File: config.mk
export PLATFORM = sky130hd
export DESIGN_NAME = router_fsm_flat
export DESIGN_NICKNAME = d
export VERILOG_FILES = /design/src/rtl/router_pkg.sv /design/src/rtl/router_fsm_if.sv /design/src/rtl/router_pkt_counter.sv /design/src/rtl/router_fsm.sv /design/src/flat_wrapper.sv
export SDC_FILE = /design/constraint.sdc
export NUM_CORES = 1
export LEC_CHECK = 0
export ABC_AREA = 1
export CAP_MARGIN = 20
export CORE_MARGIN = 1.5
export CORE_UTILIZATION = 30
export DETAILED_ROUTE_END_ITERATION = 10
export PLACE_DENSITY_LB_ADDON = 0.25
export SYNTH_ARGS = -nofsm -noshare
export SYNTH_HDL_FRONTEND = slang
export SYNTH_SLANG_ARGS = --single-unit
export TNS_END_PERCENT = 50
File: constraint.sdc
create_clock -name clk -period 2.42 [get_ports clk]
set_clock_uncertainty 0.05 [all_clocks]
set_input_delay 0.484 -clock clk [delete_from_list [all_inputs] [get_ports clk]]
set_output_delay 0.484 -clock clk [all_outputs]
set_load 0.02 [all_outputs]
File: src/rtl/router_pkg.sv
// Shared encodings for the router packet FSM: state codes, destination
// addresses and a per-port flag selector.
package router_pkg;

    localparam logic [2:0] S_DA  = 3'd0;
    localparam logic [2:0] S_LFD = 3'd1;
    localparam logic [2:0] S_LD  = 3'd2;
    localparam logic [2:0] S_FFS = 3'd3;
    localparam logic [2:0] S_LAF = 3'd4;
    localparam logic [2:0] S_LP  = 3'd5;
    localparam logic [2:0] S_CPE = 3'd6;
    localparam logic [2:0] S_WTE = 3'd7;

    typedef enum logic [2:0] {
        ST_DA  = S_DA,
        ST_LFD = S_LFD,
        ST_LD  = S_LD,
        ST_FFS = S_FFS,
        ST_LAF = S_LAF,
        ST_LP  = S_LP,
        ST_CPE = S_CPE,
        ST_WTE = S_WTE
    } state_e;

    localparam logic [1:0] ADDR_0       = 2'b00;
    localparam logic [1:0] ADDR_1       = 2'b01;
    localparam logic [1:0] ADDR_2       = 2'b10;
    localparam logic [1:0] ADDR_INVALID = 2'b11;

    // Picks one port's flag; the invalid address never selects a port.
    function automatic logic sel_flag(input logic [2:0] flags, input logic [1:0] addr);
        logic f;
        f = 1'b0;
        case (addr)
            ADDR_0:  f = flags[0];
            ADDR_1:  f = flags[1];
            ADDR_2:  f = flags[2];
            default: f = 1'b0;
        endcase
        return f;
    endfunction

endpackage

File: src/rtl/router_fsm_if.sv
// Signal bundle between the packet source / sync block and the router FSM.
// Handshake: the source holds header/payload while busy=1; write_enb_reg qualifies FIFO writes.
interface router_fsm_if;
    logic       pkt_valid;
    logic [1:0] data_in;
    logic       fifo_full;
    logic       fifo_empty_0;
    logic       fifo_empty_1;
    logic       fifo_empty_2;
    logic       soft_reset_0;
    logic       soft_reset_1;
    logic       soft_reset_2;
    logic       parity_done;
    logic       low_pkt_valid;
    logic       detect_add;
    logic       lfd_state;
    logic       ld_state;
    logic       laf_state;
    logic       full_state;
    logic       rst_int_reg;
    logic       write_enb_reg;
    logic       busy;

    modport slave (
        input  pkt_valid, data_in, fifo_full,
        input  fifo_empty_0, fifo_empty_1, fifo_empty_2,
        input  soft_reset_0, soft_reset_1, soft_reset_2,
        input  parity_done, low_pkt_valid,
        output detect_add, lfd_state, ld_state, laf_state, full_state,
        output rst_int_reg, write_enb_reg, busy
    );

    modport master (
        output pkt_valid, data_in, fifo_full,
        output fifo_empty_0, fifo_empty_1, fifo_empty_2,
        output soft_reset_0, soft_reset_1, soft_reset_2,
        output parity_done, low_pkt_valid,
        input  detect_add, lfd_state, ld_state, laf_state, full_state,
        input  rst_int_reg, write_enb_reg, busy
    );
endinterface

File: src/rtl/router_pkt_counter.sv
// Counts completed packets (parity-check exit to address decode); wraps at 255.
module router_pkt_counter (
    input  logic       clk,
    input  logic       resetn,
    input  logic       inc,
    output logic [7:0] pkt_cnt
);
    logic [7:0] cnt_q, cnt_d;

    always_comb begin
        cnt_d = cnt_q;
        if (inc) cnt_d = cnt_q + 8'd1;
    end

    always_ff @(posedge clk) begin
        if (!resetn) cnt_q <= 8'd0;
        else         cnt_q <= cnt_d;
    end

    assign pkt_cnt = cnt_q;
endmodule

File: src/rtl/router_fsm.sv
// Router packet-control FSM with Moore state-decoded outputs.
// Optional packet counter port enabled by defining ROUTER_FSM_PKT_CNT_EN.
module router_fsm
    import router_pkg::*;
(
    input  logic               clk,
    input  logic               resetn,
    router_fsm_if.slave        bus,
    output state_e             state_dbg
`ifdef ROUTER_FSM_PKT_CNT_EN
    ,
    output logic [7:0]         pkt_cnt
`endif
);
    state_e     state_q, state_d;
    logic [1:0] addr_q, addr_d;
    logic [2:0] empty_flags, sreset_flags;
    logic       hdr_ok;

    assign empty_flags  = {bus.fifo_empty_2, bus.fifo_empty_1, bus.fifo_empty_0};
    assign sreset_flags = {bus.soft_reset_2, bus.soft_reset_1, bus.soft_reset_0};
    assign hdr_ok       = bus.pkt_valid && (bus.data_in != ADDR_INVALID);

    always_comb begin
        state_d = state_q;
        addr_d  = addr_q;
        // A port flush aborts whatever packet is in flight on that port.
        if (state_q != ST_DA && sel_flag(sreset_flags, addr_q)) begin
            state_d = ST_DA;
        end else begin
            case (state_q)
                ST_DA: begin
                    if (hdr_ok) begin
                        addr_d  = bus.data_in;
                        state_d = sel_flag(empty_flags, bus.data_in) ? ST_LFD : ST_WTE;
                    end
                end
                ST_LFD: state_d = ST_LD;
                ST_LD: begin
                    if (bus.fifo_full)       state_d = ST_FFS;
                    else if (!bus.pkt_valid) state_d = ST_LP;
                end
                ST_FFS: if (!bus.fifo_full) state_d = ST_LAF;
                ST_LAF: begin
                    if (bus.parity_done)        state_d = ST_DA;
                    else if (bus.low_pkt_valid) state_d = ST_LP;
                    else                        state_d = ST_LD;
                end
                ST_LP:  state_d = ST_CPE;
                ST_CPE: state_d = bus.fifo_full ? ST_FFS : ST_DA;
                ST_WTE: if (sel_flag(empty_flags, addr_q)) state_d = ST_LFD;
                default: state_d = ST_DA;
            endcase
        end
    end

    always_ff @(posedge clk) begin
        if (!resetn) begin
            state_q <= ST_DA;
            addr_q  <= ADDR_INVALID;
        end else begin
            state_q <= state_d;
            addr_q  <= addr_d;
        end
    end

    assign bus.detect_add    = (state_q == ST_DA);
    assign bus.lfd_state     = (state_q == ST_LFD);
    assign bus.ld_state      = (state_q == ST_LD);
    assign bus.full_state    = (state_q == ST_FFS);
    assign bus.laf_state     = (state_q == ST_LAF);
    assign bus.rst_int_reg   = (state_q == ST_CPE);
    assign bus.write_enb_reg = (state_q == ST_LD) || (state_q == ST_LP) || (state_q == ST_LAF);
    assign bus.busy          = (state_q == ST_LFD) || (state_q == ST_FFS) || (state_q == ST_LAF) ||
                               (state_q == ST_LP)  || (state_q == ST_CPE) || (state_q == ST_WTE);
    assign state_dbg         = state_q;

`ifdef ROUTER_FSM_PKT_CNT_EN
    router_pkt_counter u_pkt_counter (
        .clk     (clk),
        .resetn  (resetn),
        .inc     ((state_q == ST_CPE) && (state_d == ST_DA)),
        .pkt_cnt (pkt_cnt)
    );
`endif
endmodule

File: src/flat_wrapper.sv
// flat-port wrapper written by rule: the top's interface ports become plain ports
module router_fsm_flat import router_pkg::*;
  (clk, resetn, state_dbg, bus_pkt_valid, bus_data_in, bus_fifo_full, bus_fifo_empty_0, bus_fifo_empty_1, bus_fifo_empty_2, bus_soft_reset_0, bus_soft_reset_1, bus_soft_reset_2, bus_parity_done, bus_low_pkt_valid, bus_detect_add, bus_lfd_state, bus_ld_state, bus_laf_state, bus_full_state, bus_rst_int_reg, bus_write_enb_reg, bus_busy);
  router_fsm_if bus_i ();
  input  logic clk;
  input  logic resetn;
  output state_e state_dbg;
  input wire logic [$bits(bus_i.pkt_valid)-1:0] bus_pkt_valid;
  input wire logic [$bits(bus_i.data_in)-1:0] bus_data_in;
  input wire logic [$bits(bus_i.fifo_full)-1:0] bus_fifo_full;
  input wire logic [$bits(bus_i.fifo_empty_0)-1:0] bus_fifo_empty_0;
  input wire logic [$bits(bus_i.fifo_empty_1)-1:0] bus_fifo_empty_1;
  input wire logic [$bits(bus_i.fifo_empty_2)-1:0] bus_fifo_empty_2;
  input wire logic [$bits(bus_i.soft_reset_0)-1:0] bus_soft_reset_0;
  input wire logic [$bits(bus_i.soft_reset_1)-1:0] bus_soft_reset_1;
  input wire logic [$bits(bus_i.soft_reset_2)-1:0] bus_soft_reset_2;
  input wire logic [$bits(bus_i.parity_done)-1:0] bus_parity_done;
  input wire logic [$bits(bus_i.low_pkt_valid)-1:0] bus_low_pkt_valid;
  output wire logic [$bits(bus_i.detect_add)-1:0] bus_detect_add;
  output wire logic [$bits(bus_i.lfd_state)-1:0] bus_lfd_state;
  output wire logic [$bits(bus_i.ld_state)-1:0] bus_ld_state;
  output wire logic [$bits(bus_i.laf_state)-1:0] bus_laf_state;
  output wire logic [$bits(bus_i.full_state)-1:0] bus_full_state;
  output wire logic [$bits(bus_i.rst_int_reg)-1:0] bus_rst_int_reg;
  output wire logic [$bits(bus_i.write_enb_reg)-1:0] bus_write_enb_reg;
  output wire logic [$bits(bus_i.busy)-1:0] bus_busy;
  assign bus_i.pkt_valid = bus_pkt_valid;
  assign bus_i.data_in = bus_data_in;
  assign bus_i.fifo_full = bus_fifo_full;
  assign bus_i.fifo_empty_0 = bus_fifo_empty_0;
  assign bus_i.fifo_empty_1 = bus_fifo_empty_1;
  assign bus_i.fifo_empty_2 = bus_fifo_empty_2;
  assign bus_i.soft_reset_0 = bus_soft_reset_0;
  assign bus_i.soft_reset_1 = bus_soft_reset_1;
  assign bus_i.soft_reset_2 = bus_soft_reset_2;
  assign bus_i.parity_done = bus_parity_done;
  assign bus_i.low_pkt_valid = bus_low_pkt_valid;
  assign bus_detect_add = bus_i.detect_add;
  assign bus_lfd_state = bus_i.lfd_state;
  assign bus_ld_state = bus_i.ld_state;
  assign bus_laf_state = bus_i.laf_state;
  assign bus_full_state = bus_i.full_state;
  assign bus_rst_int_reg = bus_i.rst_int_reg;
  assign bus_write_enb_reg = bus_i.write_enb_reg;
  assign bus_busy = bus_i.busy;
  router_fsm u_core (.clk(clk), .resetn(resetn), .bus(bus_i), .state_dbg(state_dbg));
endmodule
==> key figures <==
Status
  • Status: completed

Worst setup path
  • Critical path class: flop to output pin
  • Crit path required time: 1.89 ns
  • Worst path max stage delay: 0.61 ns
  • CP endpoint kind: output pin
  • CP cell instances: nor2_8, inv_4, nor2_1, o21bai_1, clkdlybuf4s50_1
  • Reg2reg end: u_core.state_dbg[1]
  • CP Launch Type: flop
  • R2r setup slk: 0.95 ns
  • Crit path DAT: 1.79 ns
  • Max FO, Critical Path: 9
  • R2R depth: 7
  • Reg-to-reg startpoint: u_core.state_dbg[2]
  • CP max stage cell: clkdlybuf4s50_1

Cells and area
  • Sequential cell area: 100 um2
  • Final Cell Area: 793 um2
  • Proportion of layout cells with a drive suffix above 1: 9.24%
  • P&R area growth vs syn: 51.0%
  • Number of diodes: 0
  • Nets: 134
  • Fillers: 172
  • Multi-input gate area: 344 um2

Hold path
  • WHS Path Cells: 2
  • Min-delay src: u_core.addr_q[0]
  • Worst Hold End: u_core.addr_q[0]
  • Worst Hold Class: flop to flop

Synthesis
  • Mapped Nets: 107
  • Synth unique cells: 18
  • Yosys top cell by area: dfxtp_1
  • FF+latch count, synth: 5
  • Synth async-reset ratio: 0%
  • Sequential area share after synthesis: 19.0%
  • Largest cells by area after synthesis: dfxtp_1 19%, nand3_1 16%, nand2_1 15%
  • Cells after Synth: 93
  • Mean Syn Cell Area: 5.65 um2
  • Ys flop type: dfxtp_1
  • Synthesized area: 526 um2
  • Post-synth top area share: 19.0%
  • Synth warnings: 0
  • Most common cell in the netlist: nand2_1
  • Number of synthesized flops with an enable pin: 0
  • Top post-synthesis cells by count: 21 x nand2_1, 19 x nor2_1, 17 x nand3_1, 11 x inv_1, 5 x dfxtp_1

STA
  • Final Hold Fails: 0
  • Slew @ Worst Pin: 0.434 ns
  • Final worst slack: 0.0995 ns
  • Fmax: 0.431 GHz
  • Final slew viol count: 0
  • Max_slew headroom: 71.0%
  • RSZ-0062 raised after global routing: no
  • Tcrit/Tclk final: 95.9%
  • Final setup fails: 0
  • Sum Neg Setup Slack: 0 ns
  • Shortest period the worst path allows: 2.32 ns

Global route
  • Grt total ovfl: 0
  • Tot GR Track Use: 13.6%
  • First-pass GRT wire length: 2000 um
  • Antenna violations before repair: 0
  • Largest net degree at the start of global routing: 10
  • Vias in the first global route: 539

Floorplanning
  • Core area: 0.00158 mm2
  • Total Die Area: 0.00201 mm2
  • Initial Utilization: 33.3%
  • Std-Cell Rows: 14
  • Die width: 44.9 um
  • I/O pin cnt: 25
  • Die extent in y: 44.9 um

Power and ir drop
  • Clock power frac: 11.4%
  • Comb power frac: 68.9%
  • Pwr dens: 1050 mW/mm2
  • Psw: 0.000409 W
  • Leak: 0.397 nW
  • Internal Power: 0.000424 W
  • Sw Share: 49.1%
  • Peak VDD IR: 0.451 mV
  • Design Power: 0.000833 W
  • Seq pwr share: 19.7%

Route
  • Initial DRC count: 8
  • DRC errors left: 0
  • Via-per-instance ratio: 4.85
  • Routed Antenna Nets: 0
  • Post-Route WL: 1230 um
  • Drt pass-1 iters: 4
  • WL/cell: 9.10 um
  • Via Count: 655

Clocking
  • Worst-path clk slew: 0.04 ns
  • Max Root-Sink Buffers: 2
  • Clock Latency Late Sink: 0.24 ns
  • CTS buffer count: 3
  • Htree depth: 1
  • # clock sinks: 5
  • Clock Tree Root: clkbuf_4
  • Setup Fix Bufs, Post-CTS: 0
  • CTS tree: built
  • Hold_buf cts: 0
  • Post-CTS Resized: 0

Run
  • Max-cap violation count: 0

Placed design
  • Gpl congestion: 0.817
  • Placed Area: 767 um2
  • Place WS: 0.347 ns
  • Post-DP HPWL: 1060 um
  • Port bufs: 24
worst max path at each step:
stage,from,to,slack (ns),cells past startpoint
2_1_floorplan,u_core.state_dbg[0],bus_write_enb_reg,0.54,5
3_3_place_gp,u_core.state_dbg[0],bus_write_enb_reg,0.38,5
3_5_place_dp,u_core.state_dbg[0],bus_write_enb_reg,0.35,5
4_1_cts,u_core.state_dbg[0],bus_write_enb_reg,0.08,5
5_1_grt,u_core.state_dbg[0],bus_write_enb_reg,0.007,5
6_report,u_core.state_dbg[0],bus_write_enb_reg,0.1,5
cell type report:
| type | count | share of cell area, % |
|---|---|---|
| multi-input combinational | 71 | 43.4 |
| timing repair buffer | 25 | 31.2 |
| sequential | 5 | 12.6 |
| inverter | 14 | 6.94 |
| clock buffer | 4 | 3.31 |
| tap | 16 | 2.52 |
worst max-delay path, delay by kind of cell (launching register included):
family / cells / cell delay, ns
buffers and inverters: 2 / 0.68
DFF: 1 / 0.43
and+or+nand+nor: 2 / 0.31
AOI/OAI and AO/OA: 1 / 0.12
kinds of logic (layout without fill, tap and decap cells):
family                 after synthesis  after routing  share of synthesized area (%)
AND/OR/NAND/NOR                     65             65                           59.3
flip-flops                           5              5                           19.0
AO/OA/AOI/OAI                        6              6                           6.19
buffers and inverters               17             43                           15.5
per-layer routing:
layer  global-route usage [%]  vias up  wire length (um)
li1                         -      348                 -
met1                     15.6      286               530
met2                     23.2       21               608
met3                     7.20        0                89
met4                     1.76        0                 0
met5                        0        -                 0
flip-flops by register name, indices dropped and copies added (netlist names):
register,count
u_core.state_dbg,3
u_core.addr_q,2
layout by cell type (no fill, tap or decap):
master | synthesis | routed
nor2_8 | 2 | 2
nand2_1 | 21 | 21
inv_2 | 1 | 1
nand4_1 | 2 | 2
nor2_1 | 19 | 19
buf_4 | 2 | 1
nor2_2 | 1 | 1
nand2_2 | 2 | 2
o21ai_0 | 2 | 2
clkbuf_1 | 0 | 1
dfxtp_1 | 5 | 5
clkdlybuf4s50_1 | 0 | 24
o21bai_1 | 1 | 1
inv_4 | 1 | 1
clkbuf_4 | 0 | 3
clkinv_1 | 1 | 1
nor3_1 | 1 | 1
a21oi_1 | 3 | 3
inv_1 | 11 | 11
nand3_1 | 17 | 17
power groups by stage:
stage | registers [W] | clock network (W) | logic [W]
floorplan | 0.000150 | 0 | 0.000406
global placement | 0.000165 | 0 | 0.000577
detailed placement | 0.000166 | 0 | 0.000578
CTS | 0.000165 | 0.000100 | 0.000579
global route | 0.000171 | 0.000108 | 0.000632
finish | 0.000164 | 0.0000952 | 0.000573
through the flow:
| stage | utilization (%) | hold slack [ns] | instances |
|---|---|---|---|
| 5_1_grt | 50.3 | 0.598 | 135 |
| 3_3_place_gp | 48.7 | 0.543 | 131 |
| 3_5_place_dp | 48.7 | 0.529 | 131 |
| 6_report | 50.3 | 0.536 | 135 |
| 2_1_floorplan | - | 0.484 | 93 |
| 4_1_cts | 50.3 | 0.540 | 135 |
No activity file was read; power rests on OpenSTA's default activity.
==> RTL edit: new RTL, config.mk and constraints unchanged <==
Register the output `state_dbg` once more, without a reset; this adds one clock of latency there. The other outputs are not delayed to match.
--- a/src/rtl/router_fsm.sv
+++ b/src/rtl/router_fsm.sv
@@ -73,7 +73,9 @@
     assign bus.write_enb_reg = (state_q == ST_LD) || (state_q == ST_LP) || (state_q == ST_LAF);
     assign bus.busy          = (state_q == ST_LFD) || (state_q == ST_FFS) || (state_q == ST_LAF) ||
                                (state_q == ST_LP)  || (state_q == ST_CPE) || (state_q == ST_WTE);
-    assign state_dbg         = state_q;
+    always_ff @(posedge clk) begin
+        state_dbg <= state_q;
+    end
 
 `ifdef ROUTER_FSM_PKT_CNT_EN
     router_pkt_counter u_pkt_counter (
Behaviour: not the same (Yosys sat finds a counterexample within 4 cycles, from zero or initial values and one cycle with resetn low).
==> RTL edit against the unedited design <==
- hold slack got worse by 140 ps
- cell area rose by 6.5%
- wire length rose by 6.7%
- synthesized cell count fell by 5.4%
- area after synthesis rose by 8.8%
- register-to-register slack improved by 80 ps
- sequential cell count rose by 3
- critical path type unchanged
- via count fell by 0.15%
- total power rose by 9.4%
- sequential share of layout area rose by 6.5 points
- count of clock-buffer cells in the layout fell by 1
- first-iteration DRC count rose to 2.9 times the old value
- largest power group unchanged
- worst setup slack improved by 100 ps
==> RTL edit: results (changes against the unedited design) <==
[drt]
wirelength_um = 1311  ; was 1229 µm
initialDrtViolationCount = 23  ; was 8
route.detailed.vias_per_inst = 4.739  ; was 4.852
drtPass1Iterations = 6  ; was 4

[min_path]
holdPathEnd = u_core.state_dbg[2]$_DFF_P_  ; was u_core.addr_q[0]$_SDFFE_PN1P_
hp-class = reg -> reg  ; unchanged
hold_depth = 0  ; was 2
hold_path_startpoint = u_core.state_q[2]$_SDFFE_PP0P_  ; was u_core.addr_q[0]$_SDFFE_PN1P_

[yosys]
ys_async_sr_fraction_pct = 0  ; unchanged
ys_seq_area_share_pct = 28.01  ; was 19.05%
synth_commonest_cells = 21 x nand3_1, 15 x nand2_1, 11 x nor2_1  ; was 21 x nand2_1, 19 x nor2_1, 17 x nand3_1
ys_types = 19  ; was 18
yosys-top-cells-area = dfxtp_1 28%, nand3_1 18%, nand2_1 9.8%  ; was dfxtp_1 19%, nand3_1 16%, nand2_1 15%
synth_fp_nets = 102  ; was 107
ys_warn_count = 0  ; unchanged

[global_route]
grt_use_total_pct = 13.43  ; was 13.64%
grt_pass1_vias = 540  ; was 539
grt_first_pass_wirelength_um = 2076  ; was 2001 µm
antenna_found_initial = 0  ; unchanged
grt_max_degree = 14  ; was 10

[setup_path]
worstReg2RegStart = u_core.state_q[0]$_SDFFE_PP0P_  ; was u_core.state_dbg[2]$_SDFFE_PP0P_
worstPathArrival_ps = 1690  ; was 1790 ps
rr_endpoint = u_core.state_q[2]$_SDFFE_PP0P_  ; was u_core.state_dbg[1]$_SDFFE_PP0P_
r2r_slack_ps = 1030  ; was 950 ps
ff2ff_path_depth = 9  ; was 7

[power_and_ir_drop]
ir_worst_vdd_uv = 459.9  ; was 451.2 µV
leakagePower_nw = 0.3920  ; was 0.3971 nW
p_int_w = 0.0004880  ; was 0.0004238 W

[final_layout]
fillCellCount = 200  ; was 172
drive_gt1_share_pct = 15.93  ; was 9.244%
sh_seq_area_pct = 19.11  ; was 12.62%
signal_buffers = 24  ; was 25
multi_input_comb_cells = 64  ; was 71
inverters = 14  ; unchanged
clock_area_share_pct = 2.667  ; was 3.312%
layout.nonclk_buf_share_pct = 28.44  ; was 31.23%
seq_cell_count = 8  ; was 5
largestRegisters = u_core.state_dbg (3), u_core.state_q (3), u_core.addr_q (2)
num-clock-buffers = 3  ; was 4
multi_input_area_um2 = 332.8  ; was 344.1 µm²
antenna_cells = 0  ; unchanged
nNetsFinal = 129  ; was 134

[placed_design]
port-buffer-count = 24  ; unchanged
gp_congestion = 0.8473  ; was 0.8173
hpwl_um = 1083  ; was 1065 µm
placed_area_um2 = 820.8  ; was 767.0 µm²

[clocking]
root_buffer = clkbuf_4  ; unchanged
ctsResizeCount = 0  ; unchanged
postCtsSetupRepairBufs = 0  ; unchanged
cts.clk_slew.worst_paths_ps = 50
clockBufferDepth = 2  ; unchanged
insertion_delay_ps = 240  ; about the same

[timing]
tightest_slew_ps = 381.4  ; was 434.0 ps
final-setup-viol-count = 0  ; unchanged

[run_status]
outcome = finished, final reports clean  ; unchanged

[floorplan]
core_area_um2 = 1764  ; was 1577 µm²

RTL edit: cell types whose count changed after synthesis, moves of 2 or more:
cell	before	now
nor2_1	19	11
nand2_1	21	15
nand3_1	17	21
dfxtp_1	5	8
buf_4	2	0
nand3_2	0	2
nor2_2	1	3
nor2_8	2	0
nor3_2	0	2
o211ai_1	0	2
RTL edit: cell families (layout without fill, tap and decap cells):
kind of cell    Yosys count  count (layout)  synth area share [%]
flops                     8               8                 28.01
simple gates             59              59                 52.95
buf+inv                  16              41                 13.79
compound gates            5               5                 5.250
RTL edit: through the flow:
stage | utilization (%) | cells | hold WS (ps) | setup slack [ps] | power, W
4_1_cts | 47.80 | 138 | 400.5 | 87.78 | 0.0009158
3_5_place_dp | 46.52 | 135 | 394.0 | 350.2 | 0.0008187
6_report | 47.87 | 138 | 395.4 | 200.6 | 0.0009108
2_1_floorplan | - | 88 | 300.7 | 895.8 | 0.0006236
3_3_place_gp | 46.52 | 135 | 400.0 | 422.1 | 0.0008142
5_1_grt | 47.87 | 138 | 417.0 | 94.22 | 0.0009829
RTL edit: layer usage:
metal,global-route usage [%],wire [µm]
met5,0,0
met4,3.333,0
met3,5.098,73
met2,22.50,649
met1,16.12,588
RTL edit: power by group through the flow:
stage / clock (W) / sequential (W) / combinational, W
after detailed placement: 0 / 0.000256 / 0.000563
after global routing: 0.000102 / 0.000264 / 0.000617
after floorplan: 0 / 0.000249 / 0.000374
after global placement: 0 / 0.000254 / 0.000560
final: 0.0000945 / 0.000255 / 0.000562
after CTS: 0.0000986 / 0.000253 / 0.000564
RTL edit: critical path: stages (launching register included):
cell and delay [ps]:
dfxtp_1 420, nor2_2 240, nand2_1 90, o21ai_0 80, clkdlybuf4s50_1 620
